**config.mk**
```make
export PLATFORM = sky130hd
export DESIGN_NAME = syzygy_dac_playback_ctrl
export DESIGN_NICKNAME = d
export VERILOG_FILES = /design/src/rtl/syzygy_dac_playback_ctrl.sv
export SDC_FILE = /design/constraint.sdc
export NUM_CORES = 1
export LEC_CHECK = 0
export ABC_CLOCK_PERIOD_IN_PS = 6260
export CORE_ASPECT_RATIO = 2
export CORE_MARGIN = 2
export CORE_UTILIZATION = 45
export DETAILED_ROUTE_END_ITERATION = 10
export MAX_ROUTING_LAYER = met4
export PLACE_DENSITY = 0.74
export SETUP_SLACK_MARGIN = 0.3
export SLEW_MARGIN = 20
export SYNTH_ARGS = -nofsm -noshare
export SYNTH_HDL_FRONTEND = slang
export SYNTH_SLANG_ARGS = --single-unit
export TNS_END_PERCENT = 100
```
**constraint.sdc**
```tcl
create_clock -name clk_i -period 6.26 [get_ports clk_i]
set_clock_uncertainty 0.1 [all_clocks]
set_input_delay 0.939 -clock clk_i [delete_from_list [all_inputs] [get_ports clk_i]]
set_output_delay 0.939 -clock clk_i [all_outputs]
set_load 0.02 [all_outputs]
```
**src/rtl/syzygy_dac_playback_ctrl.sv**
```systemverilog
// Owns the single-port 1024x12 SYZYGY DAC waveform BRAM: streams a host waveform in (LOAD)
// and replays it to the DAC PHY for N loops or forever (PLAY), converting to offset binary.
module syzygy_dac_playback_ctrl #(
   parameter int RD_LAT = 1
) (
   input  logic        clk_i,
   input  logic        reset_i,
   input  logic        locked_i,
   input  logic        rst_busy_i,
   input  logic [9:0]  cfg_last_i,
   input  logic [15:0] cfg_loops_i,
   input  logic        load_start_i,
   input  logic        play_start_i,
   input  logic        stop_i,
   input  logic [11:0] s_data_i,
   input  logic        s_valid_i,
   output logic        s_ready_o,
   output logic        bram_en_o,
   output logic        bram_we_o,
   output logic [9:0]  bram_addr_o,
   output logic [11:0] bram_din_o,
   input  logic [11:0] bram_dout_i,
   output logic [11:0] dac_data_o,
   output logic        dac_valid_o,
   output logic        busy_o,
   output logic        load_done_o,
   output logic        play_done_o,
   output logic [10:0] load_count_o
);

   typedef enum logic [1:0] {
      S_IDLE  = 2'd0,
      S_LOAD  = 2'd1,
      S_PLAY  = 2'd2,
      S_DRAIN = 2'd3
   } state_t;

   state_t      state_q, state_d;
   logic [9:0]  last_q, last_d;
   logic [15:0] loops_q, loops_d;
   logic [9:0]  rptr_q, rptr_d;
   logic [15:0] loop_cnt_q, loop_cnt_d;
   logic [10:0] load_count_q, load_count_d;
   logic [1:0]  drain_cnt_q, drain_cnt_d;
   logic        load_done_q, load_done_d;
   logic        play_done_q, play_done_d;
   logic        rd_issue;
   logic        ok;
   logic [RD_LAT-1:0] rv_q, rv_d;

   assign ok = locked_i && !rst_busy_i;

   always_comb begin
      state_d      = state_q;
      last_d       = last_q;
      loops_d      = loops_q;
      rptr_d       = rptr_q;
      loop_cnt_d   = loop_cnt_q;
      load_count_d = load_count_q;
      drain_cnt_d  = drain_cnt_q;
      load_done_d  = 1'b0;
      play_done_d  = 1'b0;
      rd_issue     = 1'b0;
      s_ready_o    = 1'b0;
      bram_en_o    = 1'b0;
      bram_we_o    = 1'b0;
      bram_addr_o  = 10'd0;
      bram_din_o   = 12'd0;

      case (state_q)
         S_IDLE: begin
            if (load_start_i) begin
               state_d      = S_LOAD;
               last_d       = cfg_last_i;
               load_count_d = 11'd0;
            end else if (play_start_i) begin
               state_d    = S_PLAY;
               last_d     = cfg_last_i;
               loops_d    = cfg_loops_i;
               rptr_d     = 10'd0;
               loop_cnt_d = 16'd0;
            end
         end

         S_LOAD: begin
            s_ready_o = ok;
            // The low ten bits of load_count double as the write pointer.
            if (ok && s_valid_i) begin
               bram_en_o    = 1'b1;
               bram_we_o    = 1'b1;
               bram_addr_o  = load_count_q[9:0];
               bram_din_o   = s_data_i;
               load_count_d = load_count_q + 11'd1;
               if (load_count_q[9:0] == last_q) begin
                  state_d     = S_IDLE;
                  load_done_d = !stop_i;
               end
            end
            if (stop_i) begin
               state_d = S_IDLE;
            end
         end

         S_PLAY: begin
            if (ok) begin
               bram_en_o   = 1'b1;
               bram_addr_o = rptr_q;
               rd_issue    = 1'b1;
               if (rptr_q == last_q) begin
                  rptr_d     = 10'd0;
                  loop_cnt_d = loop_cnt_q + 16'd1;
                  if ((loops_q != 16'd0) && (loop_cnt_q + 16'd1 == loops_q)) begin
                     state_d     = S_DRAIN;
                     drain_cnt_d = 2'd0;
                  end
               end else begin
                  rptr_d = rptr_q + 10'd1;
               end
            end
            if (stop_i) begin
               state_d     = S_DRAIN;
               drain_cnt_d = 2'd0;
            end
         end

         S_DRAIN: begin
            // Hold long enough for the final read to leave the BRAM pipeline.
            if (drain_cnt_q == 2'(RD_LAT - 1)) begin
               state_d     = S_IDLE;
               play_done_d = 1'b1;
            end else begin
               drain_cnt_d = drain_cnt_q + 2'd1;
            end
         end

         default: state_d = S_IDLE;
      endcase
   end

   always_ff @(posedge clk_i or posedge reset_i) begin
      if (reset_i) begin
         state_q      <= S_IDLE;
         last_q       <= 10'd0;
         loops_q      <= 16'd0;
         rptr_q       <= 10'd0;
         loop_cnt_q   <= 16'd0;
         load_count_q <= 11'd0;
         drain_cnt_q  <= 2'd0;
         load_done_q  <= 1'b0;
         play_done_q  <= 1'b0;
      end else begin
         state_q      <= state_d;
         last_q       <= last_d;
         loops_q      <= loops_d;
         rptr_q       <= rptr_d;
         loop_cnt_q   <= loop_cnt_d;
         load_count_q <= load_count_d;
         drain_cnt_q  <= drain_cnt_d;
         load_done_q  <= load_done_d;
         play_done_q  <= play_done_d;
      end
   end

   // Read-valid pipeline mirrors the BRAM latency so dac_valid lines up with bram_dout.
   assign rv_d[0] = rd_issue;
   for (genvar gi = 1; gi < RD_LAT; gi++) begin : g_rv
      assign rv_d[gi] = rv_q[gi-1];
   end

   always_ff @(posedge clk_i or posedge reset_i) begin
      if (reset_i) begin
         rv_q <= '0;
      end else begin
         rv_q <= rv_d;
      end
   end

   assign dac_valid_o  = rv_q[RD_LAT-1];
   assign dac_data_o   = dac_valid_o ? {~bram_dout_i[11], bram_dout_i[10:0]} : 12'h800;
   assign busy_o       = (state_q != S_IDLE);
   assign load_done_o  = load_done_q;
   assign play_done_o  = play_done_q;
   assign load_count_o = load_count_q;

endmodule
```
==> results of run 1 <==
worst max-delay path: cells and delay by family:
| family | cells | cell delay [ps] |
|---|---|---|
| AO/OA/AOI/OAI | 1 | 160 |
| buffers and inverters | 2 | 1060 |
| AND/OR/NAND/NOR | 3 | 1260 |
metal layers:
layer | GRT usage (%) | up-vias | share of wire [%]
met2 | 45.5 | 168 | 57
li1 | - | 1913 | -
met4 | 14.7 | 0 | 4.7
met1 | 25.3 | 1973 | 34
met5 | - | - | 0
met3 | 3.47 | 37 | 4.1
final timing paths:
kind                                        end  slack (ps)      startpoint
worst max-delay path             bram_addr_o[6]        1790        locked_i
worst min-delay path             drain_cnt_q[1]         460  drain_cnt_q[1]
max in group asynchronous            loops_q[7]        4410         reset_i
min in group asynchronous        loop_cnt_q[12]        1080         reset_i
worst min register to register   drain_cnt_q[1]         460  drain_cnt_q[1]
worst max register to register  load_count_o[9]        3210      state_q[1]
state kept, by name (all words and copies together) (netlist names):
name	flops
loop_cnt_q	16
dac_valid_o	1
play_done_o	1
last_q	10
drain_cnt_q	2
load_count_o	11
state_q	2
loops_q	16
rptr_q	10
load_done_o	1
synth_stat cells (all sizes together), types with 16 or more instances:
cell type   n
dfrtp      70
xnor2      28
o21ai      35
and2       26
xor2       24
mux2       29
clkbuf     16
nor2       28
inv        17
nand2      35
nor3       17
nand3      19
stage by stage:
step | area (sq um) | instances | util, % | setup slack, ps
2_1_floorplan | 4470 | 488 | - | 2990
3_3_place_gp | 5620 | 704 | 57.9 | 1990
3_5_place_dp | 5620 | 704 | 57.9 | 1820
4_1_cts | 5910 | 719 | 60.9 | 1810
5_1_grt | 5910 | 719 | 60.9 | 1560
6_report | 5910 | 719 | 60.9 | 1790
layout by cell type (no fill, tap or decap), drive strengths merged, types with 7 or more instances in the layout:
cell type and n:
a21oi 15, a22o 7, a22oi 10, and2 26
clkbuf 9, clkdlybuf4s50 109, dfrtp 70, ha 8
inv 17, mux2 29, nand2 35, nand3 19
nand4 15, nor2 28, nor2b 12, nor3 17
nor4 11, o21ai 35, or3 8, xnor2 28
xor2 24
cell type report:
cell class                      count  area (sq um)
Fill cell                         851          3790
Multi-Input combinational cell    375          2540
Timing Repair Buffer              110          1100
Tap cell                          132           165
Inverter                           17          63.8
Sequential cell                    70          1750
Clock buffer                        9           225
Clock inverter                      6          63.8
logic make-up (layout without fill, tap and decap cells):
kind of cell	after synthesis	count (layout)	share of synthesized area, %
muxes	30	30	7.53
DFF	70	70	39.2
and+or+nand+nor	193	193	23.3
AOI/OAI and AO/OA	92	92	13.5
adders and majority gates	8	8	2.24
xor gates and xnor gates	52	52	10.2
buffers and inverters	43	142	4.03
power by group through the flow:
stage | clock network, mW | logic (mW) | registers (mW)
6_report | 0.504 | 0.875 | 0.758
3_5_place_dp | 0 | 0.873 | 0.761
5_1_grt | 0.526 | 0.965 | 0.775
4_1_cts | 0.509 | 0.878 | 0.755
3_3_place_gp | 0 | 0.845 | 0.759
2_1_floorplan | 0 | 0.657 | 0.703
==> metrics.md, run 1 <==
| Metric | Value |
|---|---|
| Register area share after synthesis | between 30% and 40% |
| Type of the worst setup path | input pin to output pin |
| Post-synth EDFFs | 0 |
| Bufs on Longest Clock Path | 2 |
| Number of antenna violations at the first check in global routing | 0 |
| Final max-slew violation count | 0 |
| Clock share of power | between 20% and 30% |
| Fraction of power consumed by sequential logic | 35.5% |
| First-pass DRT Iterations | 5 |
| Standard cell with the maximum stage delay on the critical path | and3_1 |
| Number of placement rows | 51 |
| Number of gates given a new drive strength after cts | 0 |
| VDD IR max | 0.207 mV |
| Kind of start point of the critical path | input pin |
| Cell Chain, Critical Path | clkdlybuf4s50_1 -> nor2b_1 -> and3_1 -> a22oi_1 -> nor2b_1 -> clkdlybuf4s50_1 |
| Area share of the leading cell type in the synthesized netlist | 39.2% |
| Final hold slack | 456 ps |
| Source-to-sink clock delay at the later pin of the worst-skew pair | 340 ps |
| R2R cell count | 7 |
| Final worst-path cycle share | between 70% and 80% |
| Synthesized instance count | 488 |
| Nature of the critical path endpoint | output pin |
| Total CTS buffers | 9 |
| Final ANT Viol Nets | 0 |
| Number of nets in the layout | 649 |
| Number of global-route vias before repair | around 4200 |
| Flip-flop and latch count after synthesis | 70 |
| H-tree levels | 3 |
| Synthesized area per cell | between 9 and 10 sq um |
| Die outline area | 10800 sq um |
| Top achievable clock speed | 224 MHz |
| Root Driver | clkbuf_16 |
| Area of the core | around 9700 sq um |
| Boundary pin count | between 100 and 150 |
| Cell internal pwr | 1.28 mW |
| Top cell type by total area after synthesis | dfrtp_1 |
| Die Height | approximately 140 microns |
| Hold violation count in the final report | 0 |
| Clock slew at reported path FFs | 60 ps |
| Aggregate routed wire length | 12900 microns |
| Max stage delay on crit path | 760 ps |
| Final GP Congestion | 0.879 |
| Setup repair after global routing missed its margin | false |
| Number of buffers inserted by port buffering | approximately 110 |
| Sw power | 854 uW |
| TritonCTS clock tree | done |
| Required time worst endpoint | roughly 5200 ps |
| Post-synth top flop | dfrtp_1 |
| Power per standard cell area | 362 nW/um^2 |
| Starting Density | 46.1% |
| Hold-fix buffers, CTS | 0 |
| Count of routing violations after the opening detailed-route iteration | 323 |
| Overall global routing resource usage | 25.6% |
| Share of layout cells above drive strength 1 | 9.37% |
| Synthesis-to-finish area growth | 32.1% |
| Post-Synthesis Cell Area | 4470 sq um |
| Clock sinks | 70 |
| Number of unique standard cell types used by synthesis | 54 |
| Hold/Removal Path Class | register to register |
| Sum of overflow across all layers after global routing | 0 |
| Maximum Capacitance Violations | 0 |
| Async SR Flop Fraction | 100% |
| Total power after layout | 2.14 mW |
| Final Setup Violations | 0 |
| Leakage | 2.33 nW |
| Headroom to the max-slew limit | approximately 33% |
| Die X-Extent | 74.5 microns |
| Tightest Pin Transition | 1000 ps |
| Data arrival time of the critical path | 3430 ps |
| Setup tns final | 0 ps |
| Synthesis warning total | 0 |
| Depth of the worst hold-timing path | 2 |
| Wire length of the first global-routing pass | 20700 microns |
| Part of the total power dissipated in combinational logic | 41.0% |
| Outcome | finished, final reports clean |
| Total vias in the final route | 4091 |
| Switch share | 40.0% |
| Antenna diode count | 0 |
| Post-CTS setup repair buffer count | 0 |
| DRC violations left | 0 |
| Maximum number of pins on one net before global-route repair | 71 |
| Post-layout minimum cycle time | 4470 ps |
| Post-detailed-placement half-perimeter wirelength | 9750 microns |
| Vias per cell | 5.69 |
| Net count after synthesis | 554 |
| Leading cell types by total area after synthesis | dfrtp_1 (39%), mux2_2 (6.8%), xnor2_1 (5.5%) |
| Final routed wire length divided by cell count | 17.9 microns |
| Worst Path Max Fanout | 26 |
No activity file was read; power rests on OpenSTA's default activity.
==> run 2: changes to the inputs <==
ABC_CLOCK_PERIOD_IN_PS = 3700   (was 6260)
PLACE_DENSITY = 0.77   (was 0.74)
clock period = 3.7 ns   (was 6.26 ns; I/O delays follow)
==> metrics.md, run 2 (synthesis results as in run 1) <==
| Metric | Value |
|---|---|
| DRC violations left | 0 (unchanged) |
| H-tree levels | 3 (unchanged) |
| Nature of the critical path endpoint | output pin |
| Final instance area | 5990 sq um (+1.4%) |
| Final ANT Viol Nets | 0 (unchanged) |
| Starting Density | 46.1% (unchanged) |
| Vias per cell | 5.71 (+0.41%) |
| Setup slack on the worst flop-to-flop path | 730 ps (-2480 ps) |
| Worst hold path startpoint | load_count_o[10] |
| Wire length of the first global-routing pass | 20500 microns (-0.97%) |
| Cell internal pwr | 2.28 mW (+78%) |
| Top achievable clock speed | 310 MHz |
| Leakage | 2.37 nW (+2.0%) |
| Outcome | finished, final reports clean |
| Final cell count without fillers | 725 (+0.83%) |
| CP top delay family | buffers and inverters |
| Top library cells by usage in the layout, fill and taps aside | clkdlybuf4s50_1 (109), dfrtp_1 (70), nand2_1 (35), o21ai_0 (30) |
| Hold/Removal Path Class | register to register |
| Area of the core | 9700 sq um (unchanged) |
| Maximum number of pins on one net before global-route repair | 31 (-56%) |
| Share of layout cells above drive strength 1 | 10.5% (+1.1 points) |
| Required time worst endpoint | 3040 ps (-2180 ps) |
| Total vias in the final route | 4142 (+1.2%) |
| Fill cell count | 863 (+1.4%) |
| Number of nets in the layout | 654 (+0.77%) |
| Area of combinational cells with multiple inputs | 2550 sq um (+0.30%) |
| First-pass DRT Iterations | 5 (unchanged) |
| Crit path launch | state_q[1] |
| Boundary pin count | 110 (unchanged) |
| Type of the worst setup path | register to output pin |
| Sw power | 1.46 mW (+70%) |
| Final Util | 61.7% (+0.84 points) |
| Clock share of power | 25.3% (+1.7 points) |
| R2R Path Start | loop_cnt_q[0] |
| Source-to-sink clock delay at the later pin of the worst-skew pair | 340 ps (about the same) |
| Die outline area | 10800 sq um (unchanged) |
| Clock sinks | 70 (unchanged) |
| Count of routing violations after the opening detailed-route iteration | 254 (-21%) |
| Part of the total power dissipated in combinational logic | 40.4% (-0.6 points) |
| Root Driver | clkbuf_16 |
| Fraction of power consumed by sequential logic | 34.3% (-1.2 points) |
| R2R cell count | 8 (+1) |
| Hold violation count in the final report | 0 (unchanged) |
| Setup repair after global routing missed its margin | false |
| Bufs on Longest Clock Path | 2 (unchanged) |
| Maximum Capacitance Violations | 0 (unchanged) |
| Last element of the critical path | bram_din_o[10] |
| Register Area | 1750 sq um (unchanged) |
| Number of placement rows | 51 (unchanged) |
| VDD IR max | 0.379 mV (+83%) |
| Final Setup Violations | 0 (unchanged) |
| Number of buffers inserted by port buffering | 109 (unchanged) |
| Final GP Congestion | 0.902 (+2.6%) |
| Post-layout minimum cycle time | approximately 3200 ps |
| Logic depth of the worst setup path including buffers | 6 (unchanged) |
| Max stage delay on crit path | 610 ps (-150 ps) |
| Number of global-route vias before repair | 4145 (-0.48%) |
| Die Height | 145 microns (unchanged) |
| Sum of overflow across all layers after global routing | 0 (unchanged) |
| Synthesis-to-finish area growth | 33.9% |
| Crit path buffers/inverters | 3 (+1) |
| Overall global routing resource usage | 25.1% (-0.56 points) |
| Instance area at placement | 5660 sq um (+0.67%) |
| Cell Count Post-Placement | 709 (+0.71%) |
| Worst Path Max Fanout | 19 (-27%) |
| Standard cell with the maximum stage delay on the critical path | clkdlybuf4s50_1 |
| TritonCTS clock tree | done |
| Aggregate routed wire length | 12800 microns (-0.47%) |
| Tightest Pin Transition | 945 ps (-56.6 ps) |
| Headroom to the max-slew limit | 36.5% (+3.8 points) |
| Data arrival time of the critical path | 2570 ps (-860 ps) |
| Die X-Extent | 74.5 microns (unchanged) |
| Hold-fix buffers, CTS | 0 (unchanged) |
| Final max-slew violation count | 0 (unchanged) |
| Cell Chain, Critical Path | inv_1 -> ha_1 -> and3_4 -> buf_4 -> and2_1 -> clkdlybuf4s50_1 |
| Kind of start point of the critical path | register |
| Setup tns final | 0 ps (unchanged) |
| Post-detailed-placement half-perimeter wirelength | 9770 microns (+0.20%) |
| Antenna diode count | 0 (unchanged) |
| Final worst-path cycle share | 87.2% |
| Worst reg2reg path endpoint | drain_cnt_q[1] |
| Clock slew at reported path FFs | 60 ps (about the same) |
| Commonest non-fill, non-tap cell in the layout | clkdlybuf4s50_1 |
| Total CTS buffers | 9 (unchanged) |
| Post-CTS setup repair buffer count | 0 (unchanged) |
| Switch share | 38.9% (-1.0 points) |
| Final routed wire length divided by cell count | 17.6 microns (-1.3%) |
| Number of antenna violations at the first check in global routing | 0 (unchanged) |
| Power per standard cell area | 624 nW/um^2 (+73%) |
run 2: worst min path at each step:
stage                                  end  slack, ps  depth (start not counted)
after global placement      drain_cnt_q[1]        420                          2
after detailed placement  load_count_o[10]        450                          2
after CTS                 load_count_o[10]        460                          2
final                     load_count_o[10]        460                          2
after global routing            loops_q[9]        500                          1
after floorplan             drain_cnt_q[1]        400                          2
run 2: stage by stage:
stage / hold WS [ps] / total power, mW / setup WS [ps]
after CTS: 462 / 3.74 / 350
after global routing: 496 / 3.95 / 317
after floorplan: 404 / 2.30 / 1110
final: 458 / 3.74 / 472
after global placement: 422 / 2.72 / 374
after detailed placement: 445 / 2.77 / 234
run 2: power groups by stage:
stage	logic [mW]	clock network (mW)	registers, mW
after CTS	1.51	0.956	1.28
after global placement	1.44	0	1.27
after detailed placement	1.49	0	1.29
after global routing	1.64	0.997	1.31
final	1.51	0.946	1.28
after floorplan	1.11	0	1.19
run 2: cell type report:
cell class	count	share of cell area, %
multi-input cells	375	42.5
flip-flops and latches	70	29.3
repair buffers	115	19.0
clock buffers	11	4.05
well taps	132	2.76
clock inverters	5	1.38
inverters	17	1.07
run 2: what timing repair did:
item,4_1_cts,5_1_grt
hold endpoints to repair,0,0
gates resized for setup,2,2
cloned,0,0
setup endpoints to repair,18,14
run 2: worst register-to-register path, delay by kind of cell, from the launching register on:
family,cells,cell delay (ps)
fa+ha+maj,1,340
simple gates,3,940
mux,1,390
compound gates,3,620
flops,1,490
run 2: routing by layer:
metal / share of wire [%] / global-route usage [%]
met2: 54 / 43.2
met1: 36 / 26.0
met3: 4.9 / 4.10
met4: 5.1 / 13.6
met5: 0 / -
